### config.mk
export PLATFORM = sky130hd
export DESIGN_NAME = corral_game_seq
export DESIGN_NICKNAME = d
export VERILOG_FILES = /design/src/rtl/corral_game_seq.sv
export SDC_FILE = /design/constraint.sdc
export NUM_CORES = 1
export LEC_CHECK = 0
export BUFFER_PORTS_ARGS = -buffer_cell sky130_fd_sc_hd__buf_4
export CAP_MARGIN = 20
export CORE_MARGIN = 4
export CORE_UTILIZATION = 41
export DETAILED_ROUTE_END_ITERATION = 7
export HOLD_SLACK_MARGIN = 0.08
export PLACE_DENSITY = 0.67
export SKIP_LAST_GASP = 1
export SLEW_MARGIN = 15
export SYNTH_ARGS = -nofsm -noshare
export SYNTH_HDL_FRONTEND = slang
export SYNTH_SLANG_ARGS = --single-unit
### constraint.sdc
create_clock -name clock -period 4.55 [get_ports clock]
set_input_delay 0.91 -clock clock [delete_from_list [all_inputs] [get_ports clock]]
set_output_delay 0.91 -clock clock [all_outputs]
set_load 0.02 [all_outputs]
### src/rtl/corral_game_seq.sv
// Corral game engine: a cowboy chases NUM_HORSES LFSR-driven horses, then every position is reported serially.
// Define CORRAL_FENCE_EN for a fenced board where positions saturate at the edges instead of wrapping.
module corral_game_seq #(
  parameter int         POS_W      = 4,
  parameter int         NUM_HORSES = 2,
  parameter int         MAX_TURNS  = 15,
  parameter logic [7:0] LFSR_SEED  = 8'hA5
) (
  input  logic             clock,
  input  logic             reset_n,
  input  logic             enter,
  input  logic [2:0]       move,
  output logic [POS_W-1:0] data,
  output logic [2:0]       data_idx,
  output logic             data_cap,
  output logic             data_valid,
  output logic             gameover,
  output logic             lostwon,
  output logic             ready
);

  localparam logic [2:0] IDLE   = 3'd0;
  localparam logic [2:0] START  = 3'd1;
  localparam logic [2:0] COWBOY = 3'd2;
  localparam logic [2:0] HORSE  = 3'd3;
  localparam logic [2:0] GAME   = 3'd4;
  localparam logic [2:0] REPORT = 3'd5;

  localparam int         MAX_POS    = (1 << POS_W) - 1;
  localparam logic [3:0] LAST_HORSE = 4'(NUM_HORSES - 1);
  localparam logic [3:0] REPORT_END = 4'(NUM_HORSES + 1);
  localparam logic [7:0] TURN_LIMIT = 8'(MAX_TURNS);

  function automatic logic [POS_W-1:0] start_pos(input int k);
    return POS_W'(((k + 1) * (MAX_POS + 1)) / (NUM_HORSES + 1));
  endfunction

  function automatic logic [POS_W-1:0] step_pos(input logic [POS_W-1:0] pos,
                                                input logic             back,
                                                input logic [1:0]       step);
`ifdef CORRAL_FENCE_EN
    int t;
    t = back ? int'(pos) - int'(step) : int'(pos) + int'(step);
    if (t < 0) t = 0;
    else if (t > MAX_POS) t = MAX_POS;
    return POS_W'(t);
`else
    return back ? pos - POS_W'(step) : pos + POS_W'(step);
`endif
  endfunction

  logic [2:0]       state;
  logic [POS_W-1:0] cowboy;
  logic [POS_W-1:0] horse [NUM_HORSES];
  logic [NUM_HORSES-1:0] captured;
  logic [7:0]       turns;
  logic [7:0]       lfsr;
  logic             mv_back;
  logic [1:0]       mv_step;
  logic [3:0]       idx;

  logic [POS_W-1:0] cur_horse;
  logic             cur_cap;
  logic [POS_W-1:0] candidate;
  logic [POS_W-1:0] rep_pos;
  logic             rep_cap;
  logic [7:0]       turns_next;
  logic [7:0]       lfsr_next;

  // idx selects the horse being stepped in HORSE and the report slot (0 = cowboy) elsewhere
  always_comb begin
    cur_horse = '0;
    cur_cap   = 1'b0;
    rep_pos   = cowboy;
    rep_cap   = 1'b0;
    for (int k = 0; k < NUM_HORSES; k++) begin
      if (idx == 4'(k)) begin
        cur_horse = horse[k];
        cur_cap   = captured[k];
      end
      if (idx == 4'(k + 1)) begin
        rep_pos = horse[k];
        rep_cap = captured[k];
      end
    end
    candidate  = step_pos(cur_horse, lfsr[2], lfsr[1:0]);
    turns_next = (turns == 8'hFF) ? turns : turns + 8'd1;
    lfsr_next  = {lfsr[6:0], lfsr[7] ^ lfsr[5] ^ lfsr[4] ^ lfsr[3]};
  end

  always_ff @(posedge clock or negedge reset_n) begin
    if (!reset_n) begin
      state      <= IDLE;
      data       <= '0;
      data_idx   <= '0;
      data_cap   <= 1'b0;
      data_valid <= 1'b0;
      gameover   <= 1'b1;
      lostwon    <= 1'b0;
      ready      <= 1'b1;
      cowboy     <= '0;
      for (int k = 0; k < NUM_HORSES; k++) horse[k] <= start_pos(k);
      captured   <= '0;
      turns      <= '0;
      lfsr       <= LFSR_SEED;
      mv_back    <= 1'b0;
      mv_step    <= 2'd0;
      idx        <= '0;
    end else begin
      case (state)
        IDLE: begin
          if (enter) begin
            ready <= 1'b0;
            idx   <= '0;
            if (gameover) begin
              cowboy <= '0;
              for (int k = 0; k < NUM_HORSES; k++) horse[k] <= start_pos(k);
              captured <= '0;
              turns    <= '0;
              gameover <= 1'b0;
              lostwon  <= 1'b0;
              state    <= START;
            end else begin
              mv_back <= move[2];
              mv_step <= move[1:0];
              state   <= COWBOY;
            end
          end
        end
        START: begin
          data_valid <= 1'b1;
          data       <= rep_pos;
          data_idx   <= idx[2:0];
          data_cap   <= rep_cap;
          idx        <= 4'd1;
          state      <= REPORT;
        end
        COWBOY: begin
          cowboy <= step_pos(cowboy, mv_back, mv_step);
          state  <= HORSE;
        end
        // A horse already on the cowboy's cell is caught before it gets to move
        HORSE: begin
          for (int k = 0; k < NUM_HORSES; k++) begin
            if (idx == 4'(k) && !cur_cap) begin
              if (cur_horse == cowboy) captured[k] <= 1'b1;
              else if (candidate != cowboy) horse[k] <= candidate;
            end
          end
          lfsr <= lfsr_next;
          if (idx == LAST_HORSE) begin
            idx   <= '0;
            state <= GAME;
          end else begin
            idx <= idx + 4'd1;
          end
        end
        GAME: begin
          turns <= turns_next;
          if (&captured) begin
            gameover <= 1'b1;
            lostwon  <= 1'b1;
          end else if (turns_next == TURN_LIMIT) begin
            gameover <= 1'b1;
            lostwon  <= 1'b0;
          end
          data_valid <= 1'b1;
          data       <= rep_pos;
          data_idx   <= idx[2:0];
          data_cap   <= rep_cap;
          idx        <= 4'd1;
          state      <= REPORT;
        end
        REPORT: begin
          if (idx == REPORT_END) begin
            data_valid <= 1'b0;
            data_idx   <= '0;
            data_cap   <= 1'b0;
            ready      <= 1'b1;
            idx        <= '0;
            state      <= IDLE;
          end else begin
            data       <= rep_pos;
            data_idx   <= idx[2:0];
            data_cap   <= rep_cap;
            idx        <= idx + 4'd1;
          end
        end
        default: begin
          data_valid <= 1'b0;
          ready      <= 1'b1;
          idx        <= '0;
          state      <= IDLE;
        end
      endcase
    end
  end

endmodule

==> reports/metrics.cfg, run 1 <==
[timing]
fin_crit_ns = 3.619
finalSetupViolations = 0
final_hold_viol_count = 0
slew_headroom_pct = 53.67
fin_crit_sh_pct = 79.54
max_freq_mhz = 276.3
setup_tns_ns = 0
fin_skew_ns = 0.01017
tightest_slew_ns = 0.6949
rsz0062_at_grt = no
timing.final.max_slew_violations = 0
fin_ws_ns = 0.9309

[routing]
wl_um = 7391
vias_per_cell = 5.700
drtPass1Iterations = 5
drcViolationCount = 0
dr_total_vias = 2770
initialDrtViolationCount = 191
routedWlPerCell_um = 15.21
antenna_left = 0

[worst_setup_path]
required_ns = 4.73
crit_family = adder cells
crit_type = register to register
cp_slowest_cell = ha_1
crit_path_max_incr_delay_ns = 0.53
cp.arrival_ns = 3.80
crit_path_start_kind = register
endpoint_kind = register
critPathMaxFanout = 20
worst-path-buf-inv = 2
cp_cell_sequence = inv_1, ha_1, nand2_1, a21oi_1, inv_1, ha_1, fa_1, xnor2_1, xnor2_1, nand3_1, or2_1, o211ai_1, o32ai_1

[clock_network]
clockRootBuffer = clkbuf_8
clkLatencyLatePin_ns = 0.31
clk_pin_slew_ns = 0.09
cts.sinks = 52
clockBufferDepth = 2
cts_tree = built
post_cts_buffers = 0
cts_inserted_buffers = 5
post_cts_resized = 0
h-tree-depth = 2
cts_hold_buf = 0

[flow_run]
drv_cap = 0

[logic_synthesis]
synth_area_leaders = dfrtp_1 (32%), dfstp_2 (8.0%), nand2_1 (6.7%)
synthCells = 377
synth_nets = 398
synth_edf_count = 0
synth-seq-area-share_pct = 40.00
synth_area_per_cell_sq_um = 8.712
synthesis.area_sq_um = 3284
ys_warn_count = 0
yosys.area.top_type = dfrtp_1
ys_seq_elements = 52
synth.top_cell.area_share_pct = 32.00
ys_types = 65
synth_most_common_cell = nand2_1
synth_commonest_cells = nand2_1 (59), dfrtp_1 (42), nor2_1 (28), o21ai_0 (28), a21oi_1 (27)
ys.flop_type = dfrtp_1
synth_async_sr_flop_share_pct = 100.0

[cells_and_area]
fillers = 785
register_area_sq_um = 1314
syn_to_final_growth_pct = 8.343
fin_util_pct = 45.81
layout-drive-gt1-share_pct = 13.28
multi_input_area_sq_um = 1807
antennaDiodeCount = 0
final_nets = 404
stdcell_area_sq_um = 3558

[grt]
gr-total-overflow = 0
grt_pass1_wl_um = 12650
antenna_found_initial = 0
grt_util_all_layers_pct = 15.91
grt_max_degree = 53
grt_pass1_vias = 2530

[power_and_ir_drop]
p_int_uw = 1289
peakVddDrop_v = 0.0003028
p_switching_uw = 1067
p_sw_share_pct = 45.28
clkPwrFrac_pct = 13.5
comb_power_share_pct = 52.9
p_per_area_nw_per_um2 = 662.0
p_leak_uw = 0.001575
power_frac_seq_pct = 33.6

[floorplan]
core_area_sq_um = 7767
ios = 18
die_width_um = 97.50
rows = 32
fp.dieH_um = 97.50
die_area_sq_um = 9506
start_util_pct = 42.28

[placement]
place_ws_ns = 0.9701
dp_hpwl_um = 5222
place.gp.congestion = 0.8812
place_area_sq_um = 3443
portBuffers = 17

[min_path]
hp-class = register to register

[run_status]
status = finished, final reports clean

[cell usage in the layout (no fill, tap or decap), drive strengths merged, types with 2 or more instances in the layout]
cell type	instances
nand2	59
dfrtp	42
o21ai	31
nor2	29
a21oi	28
inv	18
buf	18
ha	13
dfstp	10
nand3	9
xnor2	9
nor2b	8
or2	8
xor2	6
clkbuf	6
nor3	5
a31oi	5
mux2	4
and2	4
o22ai	4
a22oi	4
o31ai	4
a21o	4
nand3b	4
and3	3
a221o	3
a41oi	3
o22a	3
mux2i	2
nand4	2
o221ai	2
o211ai	2
a22o	2
o21a	2
o32a	2
o32ai	2
fa	2
and2b	2
[state kept, by name (all words and copies together) (netlist names), 3 cells and up]
signal,cells
horse,8
lfsr,8
turns,8
cowboy,4
data,4
idx,4
data_idx,3
state,3
[worst paths after layout]
check | depth (start not counted) | from | slack (ns) | to
worst min register to register | 2 | lfsr[7]$_DFFE_PN1P_ | 0.47 | lfsr[7]$_DFFE_PN1P_
min in group asynchronous | 1 | reset_n | 0.63 | data[0]$_DFFE_PN0P_
worst max-delay path | 13 | idx[1]$_DFFE_PN0P_ | 0.93 | horse[7]$_DFFE_PN0P_
worst min-delay path | 2 | lfsr[7]$_DFFE_PN1P_ | 0.47 | lfsr[7]$_DFFE_PN1P_
max in group asynchronous | 1 | reset_n | 3.44 | lfsr[3]$_DFFE_PN0P_
worst max register to register | 13 | idx[1]$_DFFE_PN0P_ | 0.93 | horse[7]$_DFFE_PN0P_
[worst reg2reg max path: cells and delay by family, from the launching register on]
| family | cells | cell delay [ns] |
|---|---|---|
| AOI/OAI and AO/OA | 3 | 0.67 |
| xor gates and xnor gates | 2 | 0.48 |
| adders and majority gates | 3 | 1.12 |
| buffers and inverters | 2 | 0.19 |
| DFF | 1 | 0.42 |
| and+or+nand+nor | 3 | 0.62 |
[cells by family after synthesis]
logic type | after synthesis | synth area share (%)
multiplexers | 6 | 1.981
adder cells (fa/ha/maj) | 15 | 6.172
AND/OR/NAND/NOR | 139 | 20.11
XOR/XNOR | 15 | 4.229
flip-flops | 52 | 40.00
buffers and inverters | 37 | 4.990
AO/OA/AOI/OAI | 113 | 22.51
[per-layer routing]
layer | vias to the layer above | wire, um | global-route usage (%)
met4 | 0 | 157 | 5.218
li1 | 1347 | - | -
met3 | 14 | 422 | 2.872
met2 | 81 | 3364 | 23.88
met1 | 1328 | 3445 | 23.10
met5 | - | 0 | 0
[final cells by class]
cell class              instances  area share (%)
clock buffers                   6           2.039
inverters                      18           1.899
clock inverters                 2          0.9845
flip-flops and latches         52           36.92
well taps                     102           3.586
multi-input cells             288           50.77
repair buffers                 18           3.797
[power groups by stage]
stage	clock network (uW)	logic (uW)	registers, uW
detailed placement	0	1240	799
global placement	0	1210	793
finish	317	1250	792
floorplan	0	972	766
CTS	328	1250	790
global route	344	1410	817
[stage by stage]
step	hold slack, ns	power (uW)	std cells
after floorplan	0.4397	1738	377
after global placement	0.4447	2001	477
after detailed placement	0.4603	2042	477
after CTS	0.4769	2365	485
after global routing	0.5071	2567	486
final	0.4736	2356	486
No activity file was read; power rests on OpenSTA's default activity.
==> run 2: changes to the inputs <==
==> constraint.sdc (replaced) <==
create_clock -name clock -period 3.58 [get_ports clock]
set_input_delay 0.716 -clock clock [delete_from_list [all_inputs] [get_ports clock]]
set_output_delay 0.716 -clock clock [all_outputs]
set_load 0.02 [all_outputs]
==> run 2 against run 1 <==
  * Global-route usage increased by 0.52 points
  * Via count decreased by 0.58%
  * Clock skew increased by 0.0021 ns
  * Non-clock buffer count grew 3
  * Largest cell class unchanged
  * Clock power up 12%
  * Total power rose by 27%
==> reports/metrics.cfg, run 2 (synthesis results as in run 1) <==
[run_status]
status = finished, final reports clean

[routing]
routedWlPerCell_um = 15.29  ; +0.53%
antenna_left = 0  ; unchanged
drcViolationCount = 0  ; unchanged
vias_per_cell = 5.632  ; -1.2%
drtPass1Iterations = 6  ; +1
initialDrtViolationCount = 155  ; -19%
wl_um = 7476  ; +1.2%
dr_total_vias = 2754  ; -0.58%

[power_and_ir_drop]
p_int_uw = 1602  ; +24%
power_frac_seq_pct = 33.8  ; +0.2 points
peakVddDrop_v = 0.0004092  ; +35%
p_sw_share_pct = 46.33  ; +1.0 points
p_per_area_nw_per_um2 = 834.0  ; +26%
p_leak_uw = 0.001595  ; +1.3%
comb_power_share_pct = 54.3  ; +1.4 points
clkPwrFrac_pct = 11.9  ; -1.6 points
p_switching_uw = 1383  ; +30%
fin_total_pwr_uw = 2985  ; +27%

[clock_network]
clk_pin_slew_ns = 0.10  ; about the same
cts_inserted_buffers = 5  ; unchanged
clockBufferDepth = 2  ; unchanged
clkLatencyLatePin_ns = 0.32  ; about the same
clockRootBuffer = clkbuf_8
cts_tree = built
h-tree-depth = 2  ; unchanged
cts.sinks = 52  ; unchanged

[timing]
finalSetupViolations = 0  ; unchanged
slew_headroom_pct = 55.34  ; +1.7 points
rsz0062_at_grt = no
tightest_slew_ns = 0.6595  ; -0.03544 ns
fin_crit_sh_pct = 93.28  ; +14 points
fin_hold_ws_ns = 0.4335  ; -0.04005 ns
fin_crit_ns = 3.339  ; -0.2798 ns
fin_skew_ns = 0.01231  ; +0.002144 ns
final_hold_viol_count = 0  ; unchanged
timing.final.max_slew_violations = 0  ; unchanged
setup_tns_ns = 0  ; unchanged
max_freq_mhz = 299.5  ; +8.4%

[worst_setup_path]
cp_slowest_cell = fa_1
rrSetupSlack_ns = 0.24  ; -0.69 ns
worstRegToRegCells = 12  ; -1
endpoint_kind = register
worst-path-buf-inv = 2  ; unchanged
required_ns = 3.76  ; -0.97 ns
crit_type = register to register
cp_cell_sequence = inv_1, ha_1, nand3b_1, a21oi_1, inv_1, ha_1, fa_1, xor2_1, nand3_2, or2_1, o211ai_1, o32ai_1
reg2reg_to = horse[7]$_DFFE_PN0P_
cp.arrival_ns = 3.52  ; -0.28 ns
crit_path_start_kind = register
critPathMaxFanout = 8  ; -60%
crit_path_max_incr_delay_ns = 0.57  ; +0.04 ns
crit_family = adder cells
rr_startpoint = idx[1]$_DFFE_PN0P_

[floorplan]
ios = 18  ; unchanged
core_area_sq_um = 7767  ; unchanged
start_util_pct = 42.28  ; unchanged
rows = 32  ; unchanged
fp.dieH_um = 97.50  ; unchanged
die_width_um = 97.50  ; unchanged
die_area_sq_um = 9506  ; unchanged

[cells_and_area]
reg_top3 = horse: 8 flops, lfsr: 8 flops, turns: 8 flops
register_area_sq_um = 1314  ; unchanged
multi_input_area_sq_um = 1819  ; +0.69%
syn_to_final_growth_pct = 8.952
final_common_cell = nand2_1
layout-drive-gt1-share_pct = 14.73  ; +1.4 points
most-common-layout-cells = nand2_1 (59), dfrtp_1 (42), nor2_1 (28), o21ai_0 (28), a21oi_1 (27)
fillers = 777  ; -1.0%
final_nets = 407  ; +0.74%
antennaDiodeCount = 0  ; unchanged

[min_path]
hp-class = input port to async pin

[grt]
grt_pass1_wl_um = 12910  ; +2.1%
gr-total-overflow = 0  ; unchanged
grt_util_all_layers_pct = 16.44  ; +0.52 points
grt_pass1_vias = 2613  ; +3.3%
antenna_found_initial = 0  ; unchanged
grt_max_degree = 53  ; unchanged

[placement]
portBuffers = 17  ; unchanged
place.gp.congestion = 0.8877  ; +0.74%
dp_hpwl_um = 5391  ; +3.2%

[flow_run]
drv_cap = 0  ; unchanged

## run 2: cell count changes in the layout (fill, tap and decap cells not counted)
cell,delta
buf_4,+3
bufinv_16,-1
clkbuf_1,-1
clkbuf_8,+1
clkinv_2,+1
nand3_1,-1
nand3_2,+1
xnor2_1,-1
xnor2_2,+1
## run 2: worst max-delay path by stage
stage	slack, ns	end	startpoint	cells past startpoint
finish	0.24	horse[7]$_DFFE_PN0P_	idx[1]$_DFFE_PN0P_	12
global route	0.003	horse[7]$_DFFE_PN0P_	idx[1]$_DFFE_PN0P_	13
CTS	0.15	horse[7]$_DFFE_PN0P_	idx[1]$_DFFE_PN0P_	13
detailed placement	0.20	horse[7]$_DFFE_PN0P_	idx[1]$_DFFE_PN0P_	13
global placement	0.32	horse[4]$_DFFE_PN1P_	idx[1]$_DFFE_PN0P_	13
floorplan	0.38	horse[4]$_DFFE_PN1P_	idx[1]$_DFFE_PN0P_	15
## run 2: repair_timing
item                       4_1_cts  5_1_grt
setup endpoints to repair        0        4
hold buffers                     0        0
gates resized for setup          0        2
setup buffers                    0        0
## run 2: layer usage
metal	share of wire [%]	track usage, %	vias up	wire [um]
li1	-	-	1357	-
met1	48	23.10	1311	3564
met2	45	25.14	72	3382
met3	5.4	3.733	14	402
met4	1.7	5.112	0	126
met5	0	0	-	0
## run 2: worst reg2reg max path: cells and delay by family, from the launching register on
| kind | cells | cell delay [ns] |
|---|---|---|
| AOI/OAI and AO/OA | 3 | 0.69 |
| xor gates and xnor gates | 1 | 0.22 |
| DFF | 1 | 0.41 |
| and+or+nand+nor | 3 | 0.63 |
| adders and majority gates | 3 | 1.07 |
| buffers and inverters | 2 | 0.19 |
## run 2: stage by stage
stage	area, sq um	instances	util (%)	setup slack [ns]
after global routing	3578	489	46.07	0.003122
after floorplan	3284	377	-	0.3833
final	3578	489	46.07	0.2407
after CTS	3566	489	45.91	0.1521
after global placement	3473	481	44.72	0.3241
after detailed placement	3473	481	44.72	0.2004
## run 2: power groups by stage
stage	sequential, uW	combinational [uW]	clock, uW
5_1_grt	1040	1810	398
4_1_cts	1010	1600	367
2_1_floorplan	973	1240	0
3_3_place_gp	1010	1560	0
3_5_place_dp	1020	1590	0
6_report	1010	1620	354
## run 2: final cells by class
class | instances | share of cell area [%]
inverter | 18 | 1.888
clock buffer | 6 | 2.308
clock inverter | 2 | 0.2797
tap | 102 | 3.566
timing repair buffer | 21 | 4.406
multi-input combinational | 288 | 50.84
sequential | 52 | 36.71
==> run 3: changes to the inputs <==
--- a/config.mk
+++ b/config.mk
@@ -5,9 +5,9 @@
 export SDC_FILE = /design/constraint.sdc
 export NUM_CORES = 1
 export LEC_CHECK = 0
-export BUFFER_PORTS_ARGS = -buffer_cell sky130_fd_sc_hd__buf_4
+export BUFFER_PORTS_ARGS = -buffer_cell sky130_fd_sc_hd__buf_2
 export CAP_MARGIN = 20
-export CORE_MARGIN = 4
+export CORE_MARGIN = 2
 export CORE_UTILIZATION = 41
 export DETAILED_ROUTE_END_ITERATION = 7
 export HOLD_SLACK_MARGIN = 0.08
==> run 3 against run 2 <==
  * Via count rose by 1.6%
  * Register-to-register slack got worse by 0.02 ns
  * Clock power about the same
  * Flip-flop and latch count stayed put
  * Critical path depth grew 1
  * Die area fell by 8.0%
  * Global-route usage is 1.8 points higher
  * Design area fell by 0.28%
  * Combinational power about the same
==> reports/metrics.cfg, run 3 (synthesis results as in run 1) <==
[run_status]
status = finished, final reports clean

[routing]
drcViolationCount = 0  ; unchanged
dr_total_vias = 2797  ; +1.6%
antenna_left = 0  ; unchanged
initialDrtViolationCount = 220  ; +42%
drtPass1Iterations = 4  ; -2
wl_um = 7374  ; -1.4%
routedWlPerCell_um = 15.02  ; -1.8%
vias_per_cell = 5.697  ; +1.1%

[floorplan]
die_width_um = 93.50  ; -4.1%
core_area_sq_um = 7727  ; -0.52%
die_area_sq_um = 8742  ; -8.0%
rows = 32  ; unchanged
fp.dieH_um = 93.50  ; -4.1%
start_util_pct = 42.50  ; +0.22 points
ios = 18  ; unchanged

[cells_and_area]
syn_to_final_growth_pct = 8.648
stdcell_area_sq_um = 3568  ; -0.28%
final_common_cell = nand2_1
layout-drive-gt1-share_pct = 15.42  ; +0.70 points
final_nets = 409  ; +0.49%
antennaDiodeCount = 0  ; unchanged
reg_top3 = horse: 8 flops, lfsr: 8 flops, turns: 8 flops
stdcell_count = 491  ; +0.41%
fin_util_pct = 46.18  ; +0.11 points
most-common-layout-cells = nand2_1 (59), dfrtp_1 (42), nor2_1 (28), o21ai_0 (28), a21oi_1 (27)

[worst_setup_path]
worstRegToRegCells = 13  ; +1
endpoint_kind = register
required_ns = 3.76  ; about the same
critPathMaxFanout = 7  ; -1
cp.arrival_ns = 3.54  ; +0.02 ns
crit_path_start_kind = register
crit_type = register to register

[placement]
place_area_sq_um = 3446  ; -0.79%
place_ws_ns = 0.1193  ; -0.08112 ns
portBuffers = 17  ; unchanged
dp_hpwl_um = 5358  ; -0.62%
place.gp.congestion = 0.9303  ; +4.8%
dp.cells = 483  ; +0.42%

[timing]
fin_ws_ns = 0.2164  ; -0.02431 ns
max_freq_mhz = 297.3  ; -0.72%
fin_crit_ns = 3.364  ; +0.02431 ns
finalSetupViolations = 0  ; unchanged
fin_skew_ns = 0.01768  ; +0.005363 ns
timing.final.max_slew_violations = 0  ; unchanged
slew_headroom_pct = 56.86  ; +1.5 points
final_hold_viol_count = 0  ; unchanged
rsz0062_at_grt = no
setup_tns_ns = 0  ; unchanged
tightest_slew_ns = 0.6370  ; -0.02247 ns
fin_crit_sh_pct = 93.96  ; +0.68 points

[min_path]
hp-class = input port to async pin

[grt]
antenna_found_initial = 0  ; unchanged
grt_pass1_vias = 2630  ; +0.65%
gr-total-overflow = 0  ; unchanged
grt_util_all_layers_pct = 18.23  ; +1.8 points
grt_pass1_wl_um = 12730  ; -1.4%
grt_max_degree = 28  ; -47%

[flow_run]
drv_cap = 0  ; unchanged

[clock_network]
clkLatencyLatePin_ns = 0.32  ; about the same
clockRootBuffer = clkbuf_8
clockBufferDepth = 2  ; unchanged
cts.sinks = 52  ; unchanged
h-tree-depth = 2  ; unchanged
cts_inserted_buffers = 5  ; unchanged
cts_tree = built
clk_pin_slew_ns = 0.11  ; about the same
cts_hold_buf = 0  ; unchanged

[power_and_ir_drop]
peakVddDrop_v = 0.0003485  ; -15%
p_leak_uw = 0.001588  ; -0.43%
p_per_area_nw_per_um2 = 829.6  ; -0.53%

run 3: path summary, 6_finish.rpt:
kind	start	to	slack, ns
max	idx[0]$_DFFE_PN0P_	horse[7]$_DFFE_PN0P_	0.22
min	reset_n	idx[0]$_DFFE_PN0P_	0.40
max reg2reg	idx[0]$_DFFE_PN0P_	horse[7]$_DFFE_PN0P_	0.22
min reg2reg	lfsr[7]$_DFFE_PN1P_	lfsr[7]$_DFFE_PN1P_	0.47
max in group asynchronous	reset_n	gameover$_DFFE_PN1P_	2.35
min in group clock	lfsr[7]$_DFFE_PN1P_	lfsr[7]$_DFFE_PN1P_	0.47
run 3: where the power goes:
part           internal, uW  switching [uW]
clock                   157             200
sequential              775             231
combinational           656             941
run 3: final cells by class:
| type | instances | area (sq um) |
|---|---|---|
| clock buffers | 6 | 82.58 |
| clock inverters | 2 | 15.01 |
| fillers | 761 | 4159 |
| inverters | 18 | 67.56 |
| multi-input cells | 288 | 1832 |
| flip-flops and latches | 52 | 1314 |
| well taps | 102 | 127.6 |
| repair buffers | 23 | 130.1 |
run 3: what timing repair did:
item,in CTS,in global routing
buffers inserted,0,0
setup endpoints to repair,0,5
resized for setup,0,4
run 3: metal layers:
metal / up-vias / share of wire (%) / GRT usage, %
met5: - / 0 / 0
met1: 1359 / 49 / 24.92
met4: 0 / 1.9 / 6.005
li1: 1361 / - / -
met2: 64 / 45 / 29.20
met3: 13 / 4.1 / 3.304
run 3: worst max-delay path, stage by stage (launching register included):
cell and delay, ns:
dfrtp_1 0.48, inv_1 0.16, ha_1 0.24, nand3b_1 0.10
a21oi_1 0.24, inv_1 0.08, ha_1 0.22, fa_1 0.42
xnor2_2 0.25, xnor2_1 0.17, nand3_2 0.16, or2_1 0.28
o211ai_1 0.31, o32ai_1 0.13
run 3: through the flow:
stage | hold slack [ns] | total power (uW)
floorplan | 0.4204 | 2208
global placement | 0.4450 | 2533
detailed placement | 0.4544 | 2569
CTS | 0.4150 | 2937
global route | 0.4372 | 3253
finish | 0.3968 | 2961
